**src/rtl/serdes_pkg.sv**
```systemverilog
// Shared types for the serial deserializer.
// Alignment states, symbol type and the idle comma.
package serdes_pkg;

  typedef enum logic [1:0] {
    HUNT,
    CONFIRM,
    LOCKED
  } state_e;

  typedef logic [7:0] symbol_t;

  localparam symbol_t COMMA_SYM = 8'hBC;

  // Bits arrive LSB first, so new bits enter at the top.
  function automatic symbol_t shift_in(
    input symbol_t sr,
    input logic    b
  );
    return {b, sr[7:1]};
  endfunction

endpackage

```
**src/rtl/axis_sync_fifo.sv**
```systemverilog
// Small synchronous FIFO with an AXI-Stream read side.
// Head entry is read straight from registered storage.
module axis_sync_fifo #(
  parameter int Width = 8,
  parameter int Depth = 4
) (
  input  logic             clk,
  input  logic             rst_n,
  input  logic             push,
  input  logic [Width-1:0] push_data,
  output logic             full,
  input  logic             pop,
  output logic             tvalid,
  output logic [Width-1:0] tdata
);

  localparam int AW = $clog2(Depth);
  localparam int CW = AW + 1;
  localparam logic [CW-1:0] FULL_CNT = CW'(Depth);

  logic [Width-1:0] mem [Depth];
  logic [AW-1:0]    wr_ptr;
  logic [AW-1:0]    rd_ptr;
  logic [CW-1:0]    count;
  logic             do_push;
  logic             do_pop;

  assign tvalid  = (count != '0);
  assign full    = (count == FULL_CNT);
  assign tdata   = mem[rd_ptr];
  assign do_pop  = pop & tvalid;
  // A full FIFO still accepts a write when the head leaves this cycle.
  assign do_push = push & (~full | do_pop);

  // Storage writes.
  always_ff @(posedge clk or negedge rst_n) begin
    if (!rst_n) begin
      for (int i = 0; i < Depth; i++) begin
        mem[i] <= '0;
      end
    end else if (do_push) begin
      mem[wr_ptr] <= push_data;
    end
  end

  // Pointer and occupancy bookkeeping.
  always_ff @(posedge clk or negedge rst_n) begin
    if (!rst_n) begin
      wr_ptr <= '0;
      rd_ptr <= '0;
      count  <= '0;
    end else begin
      if (do_push) begin
        wr_ptr <= wr_ptr + AW'(1);
      end
      if (do_pop) begin
        rd_ptr <= rd_ptr + AW'(1);
      end
      unique case (1'b1)
        do_push & ~do_pop: count <= count + CW'(1);
        do_pop & ~do_push: count <= count - CW'(1);
        default:           count <= count;
      endcase
    end
  end

endmodule

```
**src/rtl/serdes_deserializer.sv**
```systemverilog
// Comma-aligned serial-to-byte deserializer.
// Hunts, confirms and tracks byte lock; forwards payload on AXIS.
module serdes_deserializer
  import serdes_pkg::*;
#(
  parameter int      DataWidth    = 8,
  parameter symbol_t Comma        = COMMA_SYM,
  parameter int      ConfirmCount = 3,
  parameter int      LockTimeout  = 64,
  parameter int      FifoDepth    = 4
) (
  input  logic                 ref_clk,
  input  logic                 rst_n,
  input  logic                 data_in,
  input  logic                 bit_valid,
  output logic [DataWidth-1:0] m_axis_tdata,
  output logic                 m_axis_tvalid,
  input  logic                 m_axis_tready,
  output logic                 locked,
  output logic                 overflow,
  input  logic                 clr_overflow
);

  localparam int BcW = $clog2(DataWidth);
  localparam int CcW = $clog2(ConfirmCount) + 1;
  localparam int ToW = $clog2(LockTimeout) + 1;

  localparam logic [BcW-1:0] BC_LAST = BcW'(DataWidth - 1);
  localparam logic [CcW-1:0] CC_LAST = CcW'(ConfirmCount - 1);
  localparam logic [ToW-1:0] TO_LAST = ToW'(LockTimeout - 1);

  state_e         state;
  state_e         state_nxt;
  symbol_t        sr;
  symbol_t        window;
  logic [BcW-1:0] bit_cnt;
  logic [BcW-1:0] bit_cnt_nxt;
  logic [CcW-1:0] comma_cnt;
  logic [CcW-1:0] comma_cnt_nxt;
  logic [ToW-1:0] to_cnt;
  logic [ToW-1:0] to_cnt_nxt;
  logic           boundary;
  logic           is_comma;
  logic           push;
  logic           pop;
  logic           full;

  assign window   = shift_in(sr, data_in);
  assign is_comma = (window == Comma);
  assign boundary = bit_valid & (bit_cnt == BC_LAST);
  assign locked   = (state == LOCKED);
  assign pop      = m_axis_tvalid & m_axis_tready;

  // Serial shift register; only valid bits move it.
  always_ff @(posedge ref_clk or negedge rst_n) begin
    if (!rst_n) begin
      sr <= '0;
    end else if (bit_valid) begin
      sr <= window;
    end
  end

  // Alignment state and counters.
  always_ff @(posedge ref_clk or negedge rst_n) begin
    if (!rst_n) begin
      state     <= HUNT;
      bit_cnt   <= '0;
      comma_cnt <= '0;
      to_cnt    <= '0;
    end else begin
      state     <= state_nxt;
      bit_cnt   <= bit_cnt_nxt;
      comma_cnt <= comma_cnt_nxt;
      to_cnt    <= to_cnt_nxt;
    end
  end

  // Next-state logic and payload push decision.
  always_comb begin
    state_nxt     = state;
    bit_cnt_nxt   = bit_cnt;
    comma_cnt_nxt = comma_cnt;
    to_cnt_nxt    = to_cnt;
    push          = 1'b0;
    if (bit_valid) begin
      bit_cnt_nxt = bit_cnt + BcW'(1);
      unique case (state)
        HUNT: begin
          bit_cnt_nxt = '0;
          if (is_comma) begin
            comma_cnt_nxt = CcW'(1);
            state_nxt     = CONFIRM;
          end
        end
        CONFIRM: begin
          if (boundary) begin
            if (is_comma) begin
              comma_cnt_nxt = comma_cnt + CcW'(1);
              if (comma_cnt == CC_LAST) begin
                state_nxt  = LOCKED;
                to_cnt_nxt = '0;
              end
            end else begin
              state_nxt = HUNT;
            end
          end
        end
        LOCKED: begin
          if (boundary) begin
            if (is_comma) begin
              to_cnt_nxt = '0;
            end else begin
              to_cnt_nxt = to_cnt + ToW'(1);
              if (to_cnt == TO_LAST) begin
                state_nxt = HUNT;
              end else begin
                push = 1'b1;
              end
            end
          end
        end
        default: state_nxt = HUNT;
      endcase
    end
  end

  // Sticky drop flag; a new drop beats the clear.
  always_ff @(posedge ref_clk or negedge rst_n) begin
    if (!rst_n) begin
      overflow <= 1'b0;
    end else if (push & full & ~pop) begin
      overflow <= 1'b1;
    end else if (clr_overflow) begin
      overflow <= 1'b0;
    end
  end

  axis_sync_fifo #(
    .Width (DataWidth),
    .Depth (FifoDepth)
  ) u_fifo (
    .clk       (ref_clk),
    .rst_n     (rst_n),
    .push      (push),
    .push_data (window),
    .full      (full),
    .pop       (pop),
    .tvalid    (m_axis_tvalid),
    .tdata     (m_axis_tdata)
  );

endmodule

```
**config.mk**
```make
export PLATFORM = sky130hd
export DESIGN_NAME = serdes_deserializer
export DESIGN_NICKNAME = d
export VERILOG_FILES = /design/src/rtl/serdes_pkg.sv /design/src/rtl/axis_sync_fifo.sv /design/src/rtl/serdes_deserializer.sv
export SDC_FILE = /design/constraint.sdc
export NUM_CORES = 1
export LEC_CHECK = 0
export ABC_AREA = 1
export BUFFER_PORTS_ARGS = -buffer_cell sky130_fd_sc_hd__buf_4
export CAP_MARGIN = 20
export CORE_MARGIN = 3
export CORE_UTILIZATION = 40
export DETAILED_ROUTE_END_ITERATION = 8
export HOLD_SLACK_MARGIN = 0.03
export PLACE_DENSITY = 0.57
export SLEW_MARGIN = 30
export SYNTH_ARGS = -nofsm -noshare
export SYNTH_HDL_FRONTEND = slang
export SYNTH_HIERARCHICAL = 1
export SYNTH_SLANG_ARGS = --single-unit
export TNS_END_PERCENT = 50
```
**constraint.sdc**
```tcl
create_clock -name ref_clk -period 4.05 [get_ports ref_clk]
set_input_delay 0.405 -clock ref_clk [delete_from_list [all_inputs] [get_ports ref_clk]]
set_output_delay 0.405 -clock ref_clk [all_outputs]
set_load 0.05 [all_outputs]
```
==> flow_summary.toml <==
[status]
outcome = "finished, final reports clean"

[floorplanning]
die_w_um = 96.46
initial_utilization_pct = 41.71
dieHeight_um = 96.46
core_area_um2 = 7848
placementRows = 32
io-pin-count = 17
die_area_um2 = 9305

[route]
wirelength_mm = 7.118
wl_per_cell_um = 13.64
route.antenna.remaining_nets = 0
dr.first_iter.drc_count = 121
drt_pass_1_iters = 4
route.detailed.drc = 0
routed_via_density = 5.050
vias = 2636

[synthesis]
synthesis.instances = 403
share_of_async_settable_or_async_resettable_flops_after_synthesis_pct = 100.0
synth_area_per_cell_um2 = 8.122
synthDistinctLibCells = 28
post-synth-top-count-cell = "sky130_fd_sc_hd__nand2_1"
number_of_nets_produced_by_synthesis = 420
ys_seq_area_share_pct = 47.40
edff_count_synth = 0
synth_top_area_cell = "sky130_fd_sc_hd__dfrtp_1"
synthTopCellsByCount = "132 x sky130_fd_sc_hd__nand2_1, 62 x sky130_fd_sc_hd__dfrtp_1, 33 x sky130_fd_sc_hd__nand4_1, 32 x sky130_fd_sc_hd__o21ai_0"
yosys.area.top_type_share_pct = 47.40
post_synthesis_sequential_element_count = 62
syn-cell-area_um2 = 3273
ys_top_cells_by_area = "sky130_fd_sc_hd__dfrtp_1 47%, sky130_fd_sc_hd__nand2_1 15%, sky130_fd_sc_hd__nand4_1 6.3%"
synth_top_flop_cell = "sky130_fd_sc_hd__dfrtp_1"
synth.yosys.warnings = 6

[placement]
pre_cts_ws_ns = 1.429
placement.io_buffers = 16
post-place-cells = 506
placed_cell_area_um2 = 3425
globalplace.congestion = 0.7710
place_hpwl_mm = 4.806

[power_and_ir_drop]
static-leakage-power_nw = 1.866
worst_ir_drop_vdd_uv = 207.2
power.density_cell_area_nw_per_um2 = 546.1

[clock_network]
clkSinkCount = 62
postcts_setup_bufs = 0
worst_skew_pair.late_latency_ns = 0.35
ctsLongestPathBuffers = 2
count_of_instances_resized_after_the_clock_tree_is_built = 0
numCtsBuffers = 9
path_clk_slew_ns = 0.08
cts_htree_levels = 3
tritoncts = "built"
clockRootBuffer = "sky130_fd_sc_hd__clkbuf_8"
holdBufCountCts = 0

[min_path]
hp-class = "input pin to asynchronous set/reset pin"

[sta]
layout_min_cycle_time_ns = 2.591
maxSlewViolCount = 0
maxClockFrequency_ghz = 0.3859
grt_setup_unrepaired = "no"
worst_slew_pin_slew_ns = 0.7980
final_min_period_over_clock_period_pct = 63.99
finalSetupTns_ns = 0
worst_slew_margin_rel_pct = 46.80
final.setup.worst_slack_ns = 1.459
finClkSkew_ns = 0.01546
setup_violations = 0
finalHoldViolations = 0

[finish]
drive_gt1_share_pct = 12.62
finalInstanceArea_um2 = 3598
multi_input_comb_area_um2 = 1483
fin_util_pct = 45.85
area_grow_syn2layout_pct = 9.939
antenna_cells_inserted = 0
filler_cell_count = 838
fin_cells = 522
num-nets-final = 432
ff_latch_area_um2 = 1551

[critical_path]
worstPathBufferInverterCount = 3
timing.critical_path.required_ns = 4.28
cp_cell_sequence = "inv_1 > nand2_1 > nor2_1 > nand2_1 > nand2_1 > nor2_2 > buf_4 > nand2_1 > ha_1 > inv_1 > fa_1 > nand2_1 > nand3b_1 > xor2_1"
timing.critical_path.fanout_max = 40
critical-path-top-cell-by-count = "sky130_fd_sc_hd__nand2_1"
worst_path_max_delay_cell = "sky130_fd_sc_hd__dfrtp_1"
critical_path.max_stage_delay_ns = 0.44
cpLargestDelayFamily = "simple AND/OR/NAND/NOR gates"
setup.worst_path.start_class = "flip-flop"
timing.critical_path.arrival_ns = 2.82
criticalPathCategory = "flip-flop to flip-flop"
timing.critical_path.to_type = "flip-flop"

[global_routing]
first_global_vias = 2515
grt_use_total_pct = 16.77
antenna_violations_before_repair = 0
grt_max_degree = 63
grt_pass1_wl_mm = 11.99
gr-total-overflow = 0

[run]
maxCapViolations = 0
stage by stage:
stage / total power, mW / hold WS [ns]
finish: 1.965 / 0.1458
global route: 2.106 / 0.1996
CTS: 1.990 / 0.1650
detailed placement: 1.500 / 0.4532
global placement: 1.486 / 0.4507
floorplan: 1.329 / 0.1094
sequential cells by signal, indices dropped and copies added (netlist names):
name,cells
bit_cnt,3
comma_cnt,3
overflow,1
sr,7
state,2
to_cnt,7
u_fifo/count,3
u_fifo/mem,32
u_fifo/rd_ptr,2
u_fifo/wr_ptr,2
per-layer routing:
layer  share of wire, %  global-route usage, %
met1                 49                  22.42
met2                 45                  26.38
met3                4.7                  4.570
met4                1.4                  5.491
met5                  0                      0
power by group:
part / switching (mW) / internal [mW]
clock network: 0.262 / 0.222
registers: 0.0921 / 0.672
logic: 0.494 / 0.223
logic make-up after synthesis:
| group | synth area share [%] |
|---|---|
| AOI/OAI and AO/OA | 7.377 |
| xor gates and xnor gates | 1.605 |
| adders and majority gates | 4.434 |
| buffers and inverters | 7.377 |
| DFF | 47.40 |
| and+or+nand+nor | 31.80 |
layout by cell type (no fill, tap or decap), types with 4 or more instances in the layout:
cell / netlist / routed
sky130_fd_sc_hd__buf_4: 2 / 18
sky130_fd_sc_hd__clkbuf_8: 0 / 9
sky130_fd_sc_hd__dfrtp_1: 62 / 62
sky130_fd_sc_hd__ha_1: 10 / 10
sky130_fd_sc_hd__inv_1: 30 / 30
sky130_fd_sc_hd__inv_2: 4 / 4
sky130_fd_sc_hd__nand2_1: 132 / 132
sky130_fd_sc_hd__nand3_1: 15 / 15
sky130_fd_sc_hd__nand3_2: 4 / 4
sky130_fd_sc_hd__nand4_1: 33 / 33
sky130_fd_sc_hd__nor2_1: 30 / 29
sky130_fd_sc_hd__o21ai_0: 32 / 32
sky130_fd_sc_hd__o22ai_1: 9 / 9
sky130_fd_sc_hd__xor2_1: 4 / 4
final timing paths:
| check | from | to | slack [ns] | depth (start not counted) |
|---|---|---|---|---|
| hold / removal | rst_n | u_fifo/mem[7] | 0.15 | 1 |
| setup / recovery | sr[7] | u_fifo/count[2] | 1.46 | 14 |
| hold reg to reg | u_fifo/mem[17] | u_fifo/mem[17] | 0.47 | 2 |
| min in group ref_clk | clr_overflow | overflow | 0.27 | 2 |
| setup reg to reg | sr[7] | u_fifo/count[2] | 1.46 | 14 |
| max in group asynchronous | rst_n | sr[4] | 3.37 | 1 |
layout make-up:
class	count	share of cell area [%]
clock buffer	9	3.442
clock inverter	7	1.391
inverter	34	3.547
multi-input combinational	290	41.20
sequential	62	43.12
tap	102	3.547
timing repair buffer	18	3.755
(Power assumes the default switching activity.)
